**src/rtl/ps_pc_stck_cntrl_pkg.sv**
```systemverilog
// rtl/ps_pc_stck_cntrl_pkg.sv - shared constants and event decode for the PC stack controller
package ps_pkg;

  localparam int PS_DEPTH = 16;
  localparam int PS_AW    = 4;
  localparam int PS_DW    = 16;

  localparam logic [3:0] PCSTK_UREG_ADD = 4'b0110;

  localparam logic [2:0] EV_NONE = 3'd0;
  localparam logic [2:0] EV_PUSH = 3'd1;
  localparam logic [2:0] EV_POP  = 3'd2;
  localparam logic [2:0] EV_SWAP = 3'd3;
  localparam logic [2:0] EV_UW   = 3'd4;
  localparam logic [2:0] EV_UR   = 3'd5;

  // Only the highest-priority request of a cycle is acted on; the rest are dropped.
  function automatic logic [2:0] ev_decode(input logic push, input logic pop,
                                           input logic uw, input logic ur);
    if (push && pop) return EV_SWAP;
    if (push)        return EV_PUSH;
    if (pop)         return EV_POP;
    if (uw)          return EV_UW;
    if (ur)          return EV_UR;
    return EV_NONE;
  endfunction

endpackage

```
**src/rtl/ps_pc_stck_cntrl_if.sv**
```systemverilog
// rtl/ps_pc_stck_cntrl_if.sv - decode-stage request and status bundle of the PC stack
interface ps_pc_stck_cntrl_if
  import ps_pkg::*;
#(
  parameter int AW = PS_AW,
  parameter int DW = PS_DW
) ();

  logic          ps_pshstck;
  logic          ps_popstck;
  logic [DW-1:0] ps_pc_nxt;
  logic          ps_urgtrnsinst;
  logic          ps_ureg_wr;
  logic [3:0]    ps_ureg_add;
  logic [DW-1:0] ps_ureg_din;
  logic          ps_stck_clr;
  logic [DW-1:0] ps_stck_dout;
  logic          ps_stck_vld;
  logic [AW:0]   ps_stck_ptr;
  logic          ps_stck_empty;
  logic          ps_stck_full;
  logic          ps_stck_ovf;
  logic          ps_stck_unf;

  modport master (
    output ps_pshstck, ps_popstck, ps_pc_nxt, ps_urgtrnsinst, ps_ureg_wr,
           ps_ureg_add, ps_ureg_din, ps_stck_clr,
    input  ps_stck_dout, ps_stck_vld, ps_stck_ptr, ps_stck_empty, ps_stck_full,
           ps_stck_ovf, ps_stck_unf
  );

  modport slave (
    input  ps_pshstck, ps_popstck, ps_pc_nxt, ps_urgtrnsinst, ps_ureg_wr,
           ps_ureg_add, ps_ureg_din, ps_stck_clr,
    output ps_stck_dout, ps_stck_vld, ps_stck_ptr, ps_stck_empty, ps_stck_full,
           ps_stck_ovf, ps_stck_unf
  );

endinterface

```
**src/rtl/ps_pc_stck_cntrl_mem.sv**
```systemverilog
// rtl/ps_pc_stck_cntrl_mem.sv - return-address register file, one write port, async TOS read
module ps_stck_mem #(
  parameter int DEPTH = 16,
  parameter int AW    = 4,
  parameter int DW    = 16
) (
  input  logic          clk,
  input  logic          we,
  input  logic [AW-1:0] waddr,
  input  logic [DW-1:0] wdata,
  input  logic [AW-1:0] raddr,
  output logic [DW-1:0] rdata
);

  logic [DW-1:0] mem [DEPTH];

  always_ff @(posedge clk) begin
    if (we) mem[waddr] <= wdata;
  end

  assign rdata = mem[raddr];

endmodule

```
**src/rtl/ps_pc_stck_cntrl.sv**
```systemverilog
// rtl/ps_pc_stck_cntrl.sv - PC stack controller: push/pop/swap sequencing, PCSTK ureg access, error flags
module ps_pc_stck_cntrl
  import ps_pkg::*;
#(
  parameter int DEPTH = PS_DEPTH,
  parameter int AW    = PS_AW,
  parameter int DW    = PS_DW
) (
  input  logic         clk,
  input  logic         rst_n,
  ps_pc_stck_cntrl_if.slave bus
);

  logic [AW:0]   ptr, ptr_nxt;
  logic [DW-1:0] dout, dout_nxt;
  logic          vld, vld_nxt;
  logic          ovf, unf, ovf_set, unf_set;
  logic          empty, full;
  logic          uw, ur;
  logic [2:0]    ev;
  logic          we;
  logic [AW-1:0] tos_idx, wr_idx;
  logic [DW-1:0] wr_data, rd_data;

  assign empty   = (ptr == '0);
  assign full    = (ptr == (AW+1)'(DEPTH));
  // When full the low bits wrap to 0, so TOS still lands on DEPTH-1.
  assign tos_idx = ptr[AW-1:0] - AW'(1);

  assign uw = bus.ps_urgtrnsinst &  bus.ps_ureg_wr & (bus.ps_ureg_add == PCSTK_UREG_ADD);
  assign ur = bus.ps_urgtrnsinst & ~bus.ps_ureg_wr & (bus.ps_ureg_add == PCSTK_UREG_ADD);
  assign ev = ev_decode(bus.ps_pshstck, bus.ps_popstck, uw, ur);

  always_comb begin
    ptr_nxt  = ptr;
    dout_nxt = dout;
    vld_nxt  = 1'b0;
    ovf_set  = 1'b0;
    unf_set  = 1'b0;
    we       = 1'b0;
    wr_idx   = tos_idx;
    wr_data  = bus.ps_pc_nxt;
    case (ev)
      EV_PUSH: begin
        if (!full) begin
          we      = 1'b1;
          wr_idx  = ptr[AW-1:0];
          ptr_nxt = ptr + (AW+1)'(1);
        end else begin
          ovf_set = 1'b1;
        end
      end
      EV_POP: begin
        if (!empty) begin
          dout_nxt = rd_data;
          ptr_nxt  = ptr - (AW+1)'(1);
          vld_nxt  = 1'b1;
        end else begin
          unf_set  = 1'b1;
        end
      end
      EV_SWAP: begin
        // Return-then-call on an empty stack degrades to a plain push.
        if (!empty) begin
          dout_nxt = rd_data;
          we       = 1'b1;
          vld_nxt  = 1'b1;
        end else begin
          we       = 1'b1;
          wr_idx   = ptr[AW-1:0];
          ptr_nxt  = ptr + (AW+1)'(1);
          unf_set  = 1'b1;
        end
      end
      EV_UW: begin
        wr_data = bus.ps_ureg_din;
        if (!empty) we = 1'b1;
        else        unf_set = 1'b1;
      end
      EV_UR: begin
        vld_nxt = 1'b1;
        if (!empty) begin
          dout_nxt = rd_data;
        end else begin
          dout_nxt = '0;
          unf_set  = 1'b1;
        end
      end
      default: ;
    endcase
  end

  always_ff @(posedge clk or negedge rst_n) begin
    if (!rst_n) begin
      ptr  <= '0;
      dout <= '0;
      vld  <= 1'b0;
      ovf  <= 1'b0;
      unf  <= 1'b0;
    end else begin
      ptr  <= ptr_nxt;
      dout <= dout_nxt;
      vld  <= vld_nxt;
      ovf  <= ovf_set | (ovf & ~bus.ps_stck_clr);
      unf  <= unf_set | (unf & ~bus.ps_stck_clr);
    end
  end

  ps_stck_mem #(
    .DEPTH (DEPTH),
    .AW    (AW),
    .DW    (DW)
  ) u_stck_mem (
    .clk   (clk),
    .we    (we),
    .waddr (wr_idx),
    .wdata (wr_data),
    .raddr (tos_idx),
    .rdata (rd_data)
  );

  assign bus.ps_stck_dout  = dout;
  assign bus.ps_stck_vld   = vld;
  assign bus.ps_stck_ptr   = ptr;
  assign bus.ps_stck_empty = empty;
  assign bus.ps_stck_full  = full;
  assign bus.ps_stck_ovf   = ovf;
  assign bus.ps_stck_unf   = unf;

endmodule
```
**src/flat_wrapper.sv**
```systemverilog
// flat-port wrapper written by rule: the top's interface ports become plain ports
module ps_pc_stck_cntrl_flat import ps_pkg::*;
#(
  parameter int DEPTH = PS_DEPTH,
  parameter int AW    = PS_AW,
  parameter int DW    = PS_DW
)
  (clk, rst_n, bus_ps_pshstck, bus_ps_popstck, bus_ps_pc_nxt, bus_ps_urgtrnsinst, bus_ps_ureg_wr, bus_ps_ureg_add, bus_ps_ureg_din, bus_ps_stck_clr, bus_ps_stck_dout, bus_ps_stck_vld, bus_ps_stck_ptr, bus_ps_stck_empty, bus_ps_stck_full, bus_ps_stck_ovf, bus_ps_stck_unf);
  ps_pc_stck_cntrl_if #(.AW(AW), .DW(DW)) bus_i ();
  input  logic clk;
  input  logic rst_n;
  input wire logic [$bits(bus_i.ps_pshstck)-1:0] bus_ps_pshstck;
  input wire logic [$bits(bus_i.ps_popstck)-1:0] bus_ps_popstck;
  input wire logic [$bits(bus_i.ps_pc_nxt)-1:0] bus_ps_pc_nxt;
  input wire logic [$bits(bus_i.ps_urgtrnsinst)-1:0] bus_ps_urgtrnsinst;
  input wire logic [$bits(bus_i.ps_ureg_wr)-1:0] bus_ps_ureg_wr;
  input wire logic [$bits(bus_i.ps_ureg_add)-1:0] bus_ps_ureg_add;
  input wire logic [$bits(bus_i.ps_ureg_din)-1:0] bus_ps_ureg_din;
  input wire logic [$bits(bus_i.ps_stck_clr)-1:0] bus_ps_stck_clr;
  output wire logic [$bits(bus_i.ps_stck_dout)-1:0] bus_ps_stck_dout;
  output wire logic [$bits(bus_i.ps_stck_vld)-1:0] bus_ps_stck_vld;
  output wire logic [$bits(bus_i.ps_stck_ptr)-1:0] bus_ps_stck_ptr;
  output wire logic [$bits(bus_i.ps_stck_empty)-1:0] bus_ps_stck_empty;
  output wire logic [$bits(bus_i.ps_stck_full)-1:0] bus_ps_stck_full;
  output wire logic [$bits(bus_i.ps_stck_ovf)-1:0] bus_ps_stck_ovf;
  output wire logic [$bits(bus_i.ps_stck_unf)-1:0] bus_ps_stck_unf;
  assign bus_i.ps_pshstck = bus_ps_pshstck;
  assign bus_i.ps_popstck = bus_ps_popstck;
  assign bus_i.ps_pc_nxt = bus_ps_pc_nxt;
  assign bus_i.ps_urgtrnsinst = bus_ps_urgtrnsinst;
  assign bus_i.ps_ureg_wr = bus_ps_ureg_wr;
  assign bus_i.ps_ureg_add = bus_ps_ureg_add;
  assign bus_i.ps_ureg_din = bus_ps_ureg_din;
  assign bus_i.ps_stck_clr = bus_ps_stck_clr;
  assign bus_ps_stck_dout = bus_i.ps_stck_dout;
  assign bus_ps_stck_vld = bus_i.ps_stck_vld;
  assign bus_ps_stck_ptr = bus_i.ps_stck_ptr;
  assign bus_ps_stck_empty = bus_i.ps_stck_empty;
  assign bus_ps_stck_full = bus_i.ps_stck_full;
  assign bus_ps_stck_ovf = bus_i.ps_stck_ovf;
  assign bus_ps_stck_unf = bus_i.ps_stck_unf;
  ps_pc_stck_cntrl #(.DEPTH(DEPTH), .AW(AW), .DW(DW)) u_core (.clk(clk), .rst_n(rst_n), .bus(bus_i));
endmodule
```
**config.mk**
```make
export PLATFORM = sky130hd
export DESIGN_NAME = ps_pc_stck_cntrl_flat
export DESIGN_NICKNAME = d
export VERILOG_FILES = /design/src/rtl/ps_pc_stck_cntrl_pkg.sv /design/src/rtl/ps_pc_stck_cntrl_if.sv /design/src/rtl/ps_pc_stck_cntrl_mem.sv /design/src/rtl/ps_pc_stck_cntrl.sv /design/src/flat_wrapper.sv
export SDC_FILE = /design/constraint.sdc
export NUM_CORES = 1
export LEC_CHECK = 0
export CELL_PAD_IN_SITES_DETAIL_PLACEMENT = 2
export CELL_PAD_IN_SITES_GLOBAL_PLACEMENT = 2
export CORE_UTILIZATION = 50
export CTS_BUF_LIST = sky130_fd_sc_hd__clkbuf_4
export DETAILED_ROUTE_END_ITERATION = 12
export DONT_BUFFER_PORTS = 1
export GPL_ROUTABILITY_DRIVEN = 0
export PLACE_DENSITY = 0.81
export SLEW_MARGIN = 20
export SYNTH_ARGS = -nofsm -noshare
export SYNTH_HDL_FRONTEND = slang
export SYNTH_HIERARCHICAL = 1
export SYNTH_SLANG_ARGS = --single-unit
```
**constraint.sdc**
```tcl
create_clock -name clk -period 9.8 [get_ports clk]
set_clock_uncertainty 0.05 [all_clocks]
set_input_delay 1.96 -clock clk [delete_from_list [all_inputs] [get_ports clk]]
set_output_delay 1.96 -clock clk [all_outputs]
set_load 0.02 [all_outputs]
```
# --- Yosys cells after proc, flatten, opt, wreduce, memory -nomap -nowiden ---
# Memory sizes are Yosys's and may differ from the RTL's.
# Cells that the tools add are included.
totals:
  reg_bits: 24
  mem_bits_rw: 256
  inputBits: 43
  output_inout_bits: 26
  elab_cells: 84
  memories: 1
memory_table:
  columns: ["memory", "depth", "width", "rd", "rd_ports_with_merged_regs", "write_ports", "line", "text"]
  rows:
  - ["u_core.u_stck_mem.mem", 16, 16, 1, 0, 1, "ps_pc_stck_cntrl_mem.sv:15", "logic [DW-1:0] mem [DEPTH];"]
op_classes:
  addsub: 3
  n_eq_ne: 11
  mux: 46
  bitwise_logic: 10
  reduce_logical: 8
ops:
  columns: ["cell", "count"]
  rows:
  - ["2-to-1 mux 16 bit", 3]
  - ["case mux 16 bit (2 select lines)", 1]
  - ["2-to-1 mux 3 bit", 10]
  - ["2-to-1 mux 1 bit", 23]
  - ["2-to-1 mux 5 bit", 3]
  - ["case mux 5 bit (3 select lines)", 1]
  - ["2-to-1 mux 4 bit", 2]
  - ["inequality test 2 bit, second input constant", 4]
  - ["case mux 4 bit (2 select lines)", 1]
  - ["bitwise AND 1 bit", 6]
  - ["== test 3 x 2 -> 1 bit, second input constant", 2]
  - ["== test 3 bit, second input constant", 2]
  - ["adder 5 x 1 -> 5 bit, second input constant", 1]
  - ["== test 5 bit, second input constant", 1]
  - ["zero test 5 bit", 1]
  - ["subtractor 5 x 1 -> 5 bit, second input constant", 1]
  - ["== test 4 x 3 -> 1 bit, second input constant", 1]
  - ["AND reduction 4 bit", 1]
  - ["OR reduction 4 bit", 1]
  - ["subtractor 4 x 1 -> 4 bit, second input constant", 1]
  - ["== test 3 x 1 -> 1 bit, second input constant", 1]
  - ["case mux 1 bit (3 select lines)", 1]
  - ["nonzero test 3 bit", 1]
  - ["inverter 1 bit", 2]
  - ["other kinds (6)", 7]

# --- Longest topological paths before layout ---
# Gate-level depths: netlist of run 1.
logic_depth:
  word_depth: 21
  mapped_depth: 10
  ltp_nobuf: 8

# --- Modules after synthesis ---
# Netlist of run 1, hierarchy kept.
by_module_without_submodules:
  columns: ["mod", "n_inst", "cells_per_inst", "area_per_inst_um2", "seq_area_each_um2"]
  rows:
  - ["ps_stck_mem", 1, 416, 9721.8, 7687.4]
  - ["ps_pc_stck_cntrl", 1, 154, 1544.0, 600.6]

# --- Worst setup path before layout of run 1 ---
# OpenSTA, ideal clock, no wires.
synth_timing:
  kind: "input to register"
  from: "input bus_ps_popstck"
  to: "memory u_core.u_stck_mem.mem[0][0] (enable)"
  arrival_time_ns: 4.235
  required_time_ns: 9.341
  slack_ns: 5.106
  path_stages: 5
  n_path_buf: 0
  path_cell_list: "nand4bb_1 > nor4_1 > a2bb2oi_1 > or3b_2 > nor3_1"
synth_via:
  elab_chain_len: 12
synth_rtl:
  columns: ["element", "line", "text"]
  rows:
  - ["start, declared", "flat_wrapper.sv:13", "input wire logic [$bits(bus_i.ps_popstck)-1:0] bus_ps_popstck;"]
  - ["2-to-1 mux 3 bit", "ps_pc_stck_cntrl_pkg.sv:22", "if (pop) return EV_POP;"]
  - ["2-to-1 mux 3 bit", "ps_pc_stck_cntrl_pkg.sv:23", "if (uw) return EV_UW;"]
  - ["2-to-1 mux 3 bit", "ps_pc_stck_cntrl_pkg.sv:24", "if (ur) return EV_UR;"]
  - ["2-to-1 mux 3 bit", "ps_pc_stck_cntrl_pkg.sv:25", "return EV_NONE;"]
  - ["2-to-1 mux 3 bit", "ps_pc_stck_cntrl_pkg.sv:24", null]
  - ["2-to-1 mux 3 bit", "ps_pc_stck_cntrl_pkg.sv:23", null]
  - ["2-to-1 mux 3 bit", "ps_pc_stck_cntrl_pkg.sv:22", null]
  - ["2-to-1 mux 3 bit (*)", "ps_pc_stck_cntrl_pkg.sv:21", "if (push) return EV_PUSH;"]
  - ["== test 3 bit (tied with other cells)", "ps_pc_stck_cntrl.sv:43", "case (ev)"]
  - ["case mux 1 bit (3 select lines) (*)", "ps_pc_stck_cntrl.sv:43", null]
  - ["via u_core.we", "ps_pc_stck_cntrl.sv:21", "logic we;"]
  - ["2-to-1 mux 1 bit (*)", "ps_pc_stck_cntrl_mem.sv:18", "if (we) mem[waddr] <= wdata;"]
  - ["2-to-1 mux 1 bit (implied by the code) (*)", "ps_pc_stck_cntrl_mem.sv:18", null]
  - ["end, declared", "ps_pc_stck_cntrl_mem.sv:15", null]
# The timed path passes the listed nets; every way through them passes the cells marked *. The select of a mux whose other input is x is not followed.

# --- Worst setup path in the final report of run 1 ---
layout_timing:
  from: "register u_core.ptr[0] (netlist: u_core/bus.ps_stck_ptr[0])"
  to: "output bus_ps_stck_empty"
layout_via:
  elab_chain_len: 1
layout_rtl:
  columns: ["element", "line", "text"]
  rows:
  - ["start, declared", "ps_pc_stck_cntrl.sv:14", "logic [AW:0] ptr, ptr_nxt;"]
  - ["start signal, assigned", "ps_pc_stck_cntrl.sv:101", "ptr <= ptr_nxt;"]
  - ["zero test 5 bit", "ps_pc_stck_cntrl.sv:25", "assign empty = (ptr == '0);"]
  - ["end, declared", "flat_wrapper.sv:23", "output wire logic [$bits(bus_i.ps_stck_empty)-1:0] bus_ps_stck_empty;"]
# No other way between the ends.

==> impl_results.rst, run 1 <==
.. list-table::
   :header-rows: 1

   * - Metric
     - Value
   * - Worst-Skew Late Latency
     - roughly 700 ps
   * - Final hold viol count
     - 0
   * - Overall power
     - approximately 4.5 mW
   * - Total of max-cap violations
     - 0
   * - Hold-fix buffers at CTS
     - 0
   * - Total power density per cell area
     - ~350 nW/µm²
   * - Area growth from synthesis to layout
     - 11.96%
   * - Min Tclk post-route
     - 5203 ps
   * - Violations in the final reports
     - design-rule violations
   * - Static leakage power
     - 4.411 nW
   * - Final HPWL DP
     - roughly 19000 µm
   * - Kind of end point of the critical path
     - primary output
   * - Maximum operating frequency
     - just under 200 MHz
   * - GRT Total Usage
     - 0.3125
   * - Worst Max-Slew Pin Slew
     - roughly 1100 ps
   * - Number of synthesized flops with an enable pin
     - 256
   * - Sequential element share of the synthesized area
     - 0.7357
   * - Initial cell density of the core
     - 0.5130
   * - Leading cell types in the layout, fill and taps excluded
     - sky130_fd_sc_hd__edfxtp_1, sky130_fd_sc_hd__clkbuf_4, sky130_fd_sc_hd__mux4_2
   * - Final slew viol count
     - 0
   * - Routed len/inst
     - roughly 36 µm
   * - Unrepaired setup endpoints after global routing
     - false
   * - Layout cell share with drive strength beyond 1
     - 0.3173
   * - Cells after Synth
     - 570
   * - DRT Pass-1 Iters
     - 9
   * - DRC violation count after routing
     - 11
   * - Utilization after layout
     - 0.5744
   * - Proportion of synthesized flip-flops having asynchronous set or reset
     - 0.08571
   * - Site row count
     - 54
   * - Count of instances resized after the clock tree is built
     - 0
   * - Primary flip-flop cell chosen by synthesis mapping
     - sky130_fd_sc_hd__edfxtp_1
   * - TritonCTS clock tree
     - built
   * - Smallest hold slack
     - ~590 ps
   * - Cell at the root of the clock tree
     - sky130_fd_sc_hd__clkbuf_4
   * - Die area
     - roughly 23000 µm²
   * - HP Class
     - flop to flop
   * - Via count of the first global-routing pass
     - approximately 7k
   * - Largest net degree at the start of global routing
     - 65
   * - Setup Viol. Count Final
     - 0
   * - H-tree depth reported by CTS
     - 3
   * - Longest Clk Path Bufs
     - 3
   * - Remaining antenna violation count
     - 0
   * - CORE AREA
     - roughly 22000 µm²
   * - Dpl cells
     - 842
   * - Initial antenna violation count
     - 1
   * - Remaining max-slew budget at the tightest pin
     - 0.2482
   * - Synth area leaders
     - sky130_fd_sc_hd__edfxtp_1, sky130_fd_sc_hd__mux4_2, sky130_fd_sc_hd__dfrtp_1
   * - Final cycle utilization of the critical path
     - 0.5310
   * - I/O pin count
     - slightly below 70
   * - Total Neg Setup Slack
     - 0 ps
   * - Most common cell after layout, fill and taps aside
     - sky130_fd_sc_hd__edfxtp_1
   * - # nets final
     - a little under 700
   * - Routed Wire Length
     - roughly 35000 µm
   * - Worst voltage drop across the vdd grid
     - 0.2512 mV
   * - Yosys top cell by area
     - sky130_fd_sc_hd__edfxtp_1
   * - Vias/cell
     - 6.412
   * - Sink count of the clock tree
     - 280
   * - Count of non-filler cells in the finished layout
     - a little under 1k
   * - X dimension of the die
     - about 150 µm
   * - Synth top area share
     - 0.6824
   * - Critical path data required time
     - around 7800 ps
   * - Total congestion overflow
     - 0
   * - Clock buffer count from CTS
     - 74
   * - Number of distinct standard cells referenced by the synthesized netlist
     - 38
   * - Highest net fanout along the worst path
     - 29
   * - Syn nets
     - 619
   * - Setup Buffers After CTS
     - 0
   * - Endpoint arrival time on the critical path
     - between 3000 and 4000 ps
   * - Die Y-Extent
     - ~150 µm
   * - Buffers on Ports
     - 0
   * - Vias after detailed routing
     - roughly 6.2k
   * - Register clock-pin slew on the reported worst setup and hold paths
     - 80 ps
   * - 1st-iter DRT viols
     - approximately 620
   * - Kind of critical path
     - flop to primary output
   * - Number of warning messages in the yosys log
     - 6
   * - Run status
     - complete, but fails checks
   * - First-pass GRT wire length
     - around 50000 µm
   * - Startpoint types
     - flop
   * - Post-synthesis cell area
     - around 11000 µm²
   * - Avg Cell Area, Syn
     - 19.76 µm²
   * - Yosys reg bits
     - between 200 and 300
==> power breakdown <==
group	internal, mW	switching [mW]	total (mW)
clock	0.597	0.531	1.13
sequential	1.52	0.160	1.68
combinational	0.600	1.07	1.67
==> layer usage <==
metal / wire, µm / global-route usage
met5: 0 / 0
met3: 2248 / 0.07387
met4: 1007 / 0.1273
met2: 18470 / 0.5429
met1: 13440 / 0.3766
==> worst paths after layout <==
| path | from | to | slack, ps | cells past startpoint |
|---|---|---|---|---|
| setup reg to reg | u_core/bus.ps_stck_ptr[0] | u_core/u_stck_mem/mem[12][4] | 4620 | 9 |
| hold reg to reg | u_core/bus.ps_stck_dout[6] | u_core/bus.ps_stck_dout[6] | 590 | 2 |
| max in group asynchronous | rst_n | u_core/bus.ps_stck_dout[13] | 8710 | 0 |
| hold / removal | u_core/bus.ps_stck_dout[6] | u_core/bus.ps_stck_dout[6] | 590 | 2 |
| setup / recovery | u_core/bus.ps_stck_ptr[0] | bus_ps_stck_empty | 4600 | 4 |
| min in group asynchronous | rst_n | u_core/bus.ps_stck_vld | 890 | 0 |
==> state kept, by name (all words and copies together), names as in the netlist <==
register and count:
u_core/u_stck_mem/mem 256, u_core/bus.ps_stck_ovf 1, u_core/bus.ps_stck_vld 1, u_core/bus.ps_stck_ptr 5
u_core/bus.ps_stck_unf 1, u_core/bus.ps_stck_dout 16
==> final cells by class <==
cell class              count  area [µm²]
fillers                  1836        9345
flip-flops and latches    280        8288
multi-input cells         239        2770
clock buffers             105       788.3
well taps                 280       350.3
clock inverters            17       180.2
repair buffers             18       135.1
inverters                  25       96.34
diodes                      2       5.005
==> synthesized netlist by cell type, types with 3 or more instances <==
master / instances
sky130_fd_sc_hd__xnor2_1: 4
sky130_fd_sc_hd__mux4_2: 54
sky130_fd_sc_hd__mux2_2: 19
sky130_fd_sc_hd__mux4_1: 10
sky130_fd_sc_hd__a22oi_1: 32
sky130_fd_sc_hd__dfrtp_1: 24
sky130_fd_sc_hd__buf_1: 5
sky130_fd_sc_hd__nand2b_1: 5
sky130_fd_sc_hd__buf_6: 6
sky130_fd_sc_hd__nor2b_1: 3
sky130_fd_sc_hd__edfxtp_1: 256
sky130_fd_sc_hd__a21oi_1: 3
sky130_fd_sc_hd__nand2_1: 38
sky130_fd_sc_hd__a22o_1: 4
sky130_fd_sc_hd__nor3_1: 6
sky130_fd_sc_hd__buf_4: 3
sky130_fd_sc_hd__buf_2: 4
sky130_fd_sc_hd__inv_1: 25
sky130_fd_sc_hd__mux2i_1: 17
sky130_fd_sc_hd__clkbuf_1: 8
sky130_fd_sc_hd__ha_1: 5
sky130_fd_sc_hd__nor2_1: 18
==> critical path, cell delays in order (launching register included) <==
cell and delay (ps):
sky130_fd_sc_hd__dfrtp_1 530, sky130_fd_sc_hd__inv_4 500, sky130_fd_sc_hd__ha_1 320, sky130_fd_sc_hd__or4b_1 800, sky130_fd_sc_hd__inv_1 320
==> kinds of logic after synthesis <==
logic type,after synthesis,synth area share
buf+inv,51,0.02243
mux,100,0.1654
xor+xnor,6,0.004665
simple gates,82,0.03399
fa+ha+maj,6,0.007330
flops,280,0.7357
compound gates,45,0.03054
==> through the flow <==
stage	instance area (µm²)	worst slack (ps)
2_1_floorplan	11270	5106
3_3_place_gp	11620	5229
3_5_place_dp	11620	4832
4_1_cts	12590	4519
5_1_grt	12610	4344
6_report	12610	4597
Note: power is estimated with default switching activity, not from simulation.
==> run 2: changes to the inputs <==
clock period = 4.93 ns   (was 9.8 ns; I/O delays follow)
==> run 2 against run 1 <==
  * The flow still finishes with violations (design-rule violations)
  * Power increased by 93%
  * Final cell count is 0.93% higher
  * First-iteration DRC count shrank 16%
  * Die area unchanged
  * Clock-buffer cell count is 7 higher
  * Sequential cell count is the same
==> impl_results.rst, run 2 (synthesized netlist as in run 1, its figures left out) <==
.. list-table::
   :header-rows: 1

   * - Metric
     - Value
   * - Violations in the final reports
     - design-rule violations
   * - Worst voltage drop across the vdd grid
     - 0.3177 mV (+27%)
   * - Run status
     - complete, but fails checks
   * - Number of flip-flops under the largest register name
     - 256 (unchanged)
   * - Final hold viol count
     - 0 (unchanged)
   * - Sequential Power Share
     - 0.385 (+0.009)
   * - Leading cell types in the layout, fill and taps excluded
     - sky130_fd_sc_hd__edfxtp_1, sky130_fd_sc_hd__clkbuf_4, sky130_fd_sc_hd__mux4_2
   * - Final cycle utilization of the critical path
     - 0.8646
   * - TritonCTS clock tree
     - built
   * - Die area
     - 23140 µm² (unchanged)
   * - Largest net degree at the start of global routing
     - 42 (-35%)
   * - Setup Viol. Count Final
     - 0 (unchanged)
   * - Maximum operating frequency
     - between 200 and 250 MHz
   * - Remaining antenna violation count
     - 0 (unchanged)
   * - Total of max-cap violations
     - 0 (unchanged)
   * - Longest Clk Path Bufs
     - 3 (unchanged)
   * - CORE AREA
     - 21960 µm² (unchanged)
   * - Initial cell density of the core
     - 0.5130 (unchanged)
   * - Site row count
     - 54 (unchanged)
   * - Kind of critical path
     - flop to flop
   * - Layout cell share with drive strength beyond 1
     - 0.3223 (+0.005051)
   * - Total Neg Setup Slack
     - 0 ps (unchanged)
   * - Clock buffer count from CTS
     - 75 (+1.4%)
   * - X dimension of the die
     - 152.1 µm (unchanged)
   * - 1st-iter DRT viols
     - 522 (-16%)
   * - Switching share of power
     - 0.3844 (-0.008128)
   * - Diode count
     - 0 (-2)
   * - First-pass GRT wire length
     - 48250 µm (-3.3%)
   * - Startpoint types
     - flop
   * - # nets final
     - 695 (+1.2%)
   * - Kind of end point of the critical path
     - flop
   * - Highest net fanout along the worst path
     - 20 (-31%)
   * - Vias after detailed routing
     - 6129 (-1.0%)
   * - Setup Buffers After CTS
     - 0 (unchanged)
   * - Routed Wire Length
     - 32680 µm (-7.1%)
   * - Post-Place Setup Slack
     - 779.1 ps (-4052 ps)
   * - DRT Pass-1 Iters
     - 11 (+2)
   * - Die Y-Extent
     - 152.1 µm (unchanged)
   * - Initial antenna violation count
     - 2 (+1)
   * - Unrepaired setup endpoints after global routing
     - false
   * - Critical path data required time
     - 5240 ps (-2550 ps)
   * - Min Tclk post-route
     - approximately 4300 ps
   * - HP Class
     - primary input to asynchronous set/reset pin
   * - Worst-Skew Late Latency
     - 690 ps (-20 ps)
   * - Sink count of the clock tree
     - 280 (unchanged)
   * - Utilization after layout
     - 0.5740 (about the same)
   * - Worst Max-Slew Pin Slew
     - 998.5 ps (-124.2 ps)
   * - DRC violation count after routing
     - 12 (+1)
   * - Total power density per cell area
     - 685.9 nW/µm² (+93%)
   * - Routed len/inst
     - 33.52 µm (-7.9%)
   * - Net load switching power
     - 3.323 mW (+89%)
   * - Endpoint arrival time on the critical path
     - 4570 ps (+1380 ps)
   * - H-tree depth reported by CTS
     - 3 (unchanged)
   * - Via count of the first global-routing pass
     - 6927 (+0.45%)
   * - I/O pin count
     - 69 (unchanged)
   * - Buffers on Ports
     - 0 (unchanged)
   * - Cell at the root of the clock tree
     - sky130_fd_sc_hd__clkbuf_4
   * - Register clock-pin slew on the reported worst setup and hold paths
     - 70 ps (about the same)
   * - Relative contribution of combinational cells to total power
     - 0.375 (+0.003)
   * - Total congestion overflow
     - 0 (unchanged)
   * - Final critical-path setup slack
     - 667.7 ps (-3929 ps)
   * - GRT Total Usage
     - 0.2964 (-0.01610)
   * - Design internal power
     - 5.322 mW (+96%)
   * - Remaining max-slew budget at the tightest pin
     - 0.3327 (+0.08460)
   * - Final slew viol count
     - 0 (unchanged)
   * - Proportion of power drawn by the clock network
     - 0.240 (-0.012)
   * - Vias/cell
     - 6.286 (-2.0%)
   * - Largest register by flop count
     - u_core/u_stck_mem/mem
   * - Static leakage power
     - 4.435 nW (+0.54%)
   * - Final HPWL DP
     - 19120 µm (+0.89%)
   * - Area growth from synthesis to layout
     - 11.88% (about the same)
   * - Most common cell after layout, fill and taps aside
     - sky130_fd_sc_hd__edfxtp_1
==> run 2: power groups by stage <==
stage               combinational, mW  clock, mW  sequential [mW]
floorplan                        2.10          0             3.28
CTS                              3.25       2.13             3.33
finish                           3.24       2.08             3.33
global placement                 2.90          0             3.30
detailed placement               3.16          0             3.36
global route                     3.46       2.24             3.36
==> run 2: what timing repair did <==
item | in CTS | in global routing
hold buffers | 1 | 0
gates resized for setup | 0 | 0
endpoints found under the hold margin | 24 | 0
==> run 2: worst max-delay path, stage by stage (launching register included) <==
cell	delay, ps
sky130_fd_sc_hd__dfrtp_1	560
sky130_fd_sc_hd__inv_1	180
sky130_fd_sc_hd__ha_1	270
sky130_fd_sc_hd__or4b_1	190
sky130_fd_sc_hd__buf_4	240
sky130_fd_sc_hd__inv_1	170
sky130_fd_sc_hd__nor4_1	330
sky130_fd_sc_hd__a2bb2oi_1	580
sky130_fd_sc_hd__nand3b_1	340
sky130_fd_sc_hd__nor3_2	680
sky130_fd_sc_hd__buf_4	330
==> run 2: layout make-up <==
| class | count | area [µm²] |
|---|---|---|
| fill | 1822 | 9354 |
| sequential | 280 | 8288 |
| multi-input combinational | 239 | 2745 |
| clock buffer | 112 | 840.8 |
| tap | 280 | 350.3 |
| timing repair buffer | 25 | 200.2 |
| inverter | 25 | 96.34 |
| clock inverter | 14 | 83.83 |
==> run 2: worst paths after layout <==
kind | to | cells past startpoint | from | slack (ps)
setup / recovery | u_core/u_stck_mem/mem[4][5] | 10 | u_core/bus.ps_stck_ptr[1] | 670
hold / removal | u_core/bus.ps_stck_ptr[3] | 1 | rst_n | 60
setup reg to reg | u_core/u_stck_mem/mem[4][5] | 10 | u_core/bus.ps_stck_ptr[1] | 670
hold reg to reg | u_core/bus.ps_stck_dout[4] | 2 | u_core/bus.ps_stck_dout[4] | 590
max in group asynchronous | u_core/bus.ps_stck_dout[13] | 1 | rst_n | 4570
min in group clk | u_core/bus.ps_stck_unf | 2 | bus_ps_stck_clr | 460
==> run 2: layer usage <==
metal	part of all wire	global-route usage	up-vias	routed length, µm
li1	-	-	2486	-
met1	0.40	0.3926	3278	13160
met2	0.50	0.4839	298	16350
met3	0.067	0.05961	65	2179
met4	0.030	0.1224	2	972
met5	0.00040	0	-	13
==> run 2: per-stage QoR <==
step	total power, mW	hold WS [ps]	instances	cell area (µm²)
2_1_floorplan	5.384	547.0	570	11270
3_3_place_gp	6.201	571.7	848	11660
3_5_place_dp	6.521	575.3	848	11660
4_1_cts	8.712	10.42	975	12600
5_1_grt	9.058	30.36	975	12600
6_report	8.646	56.96	975	12600
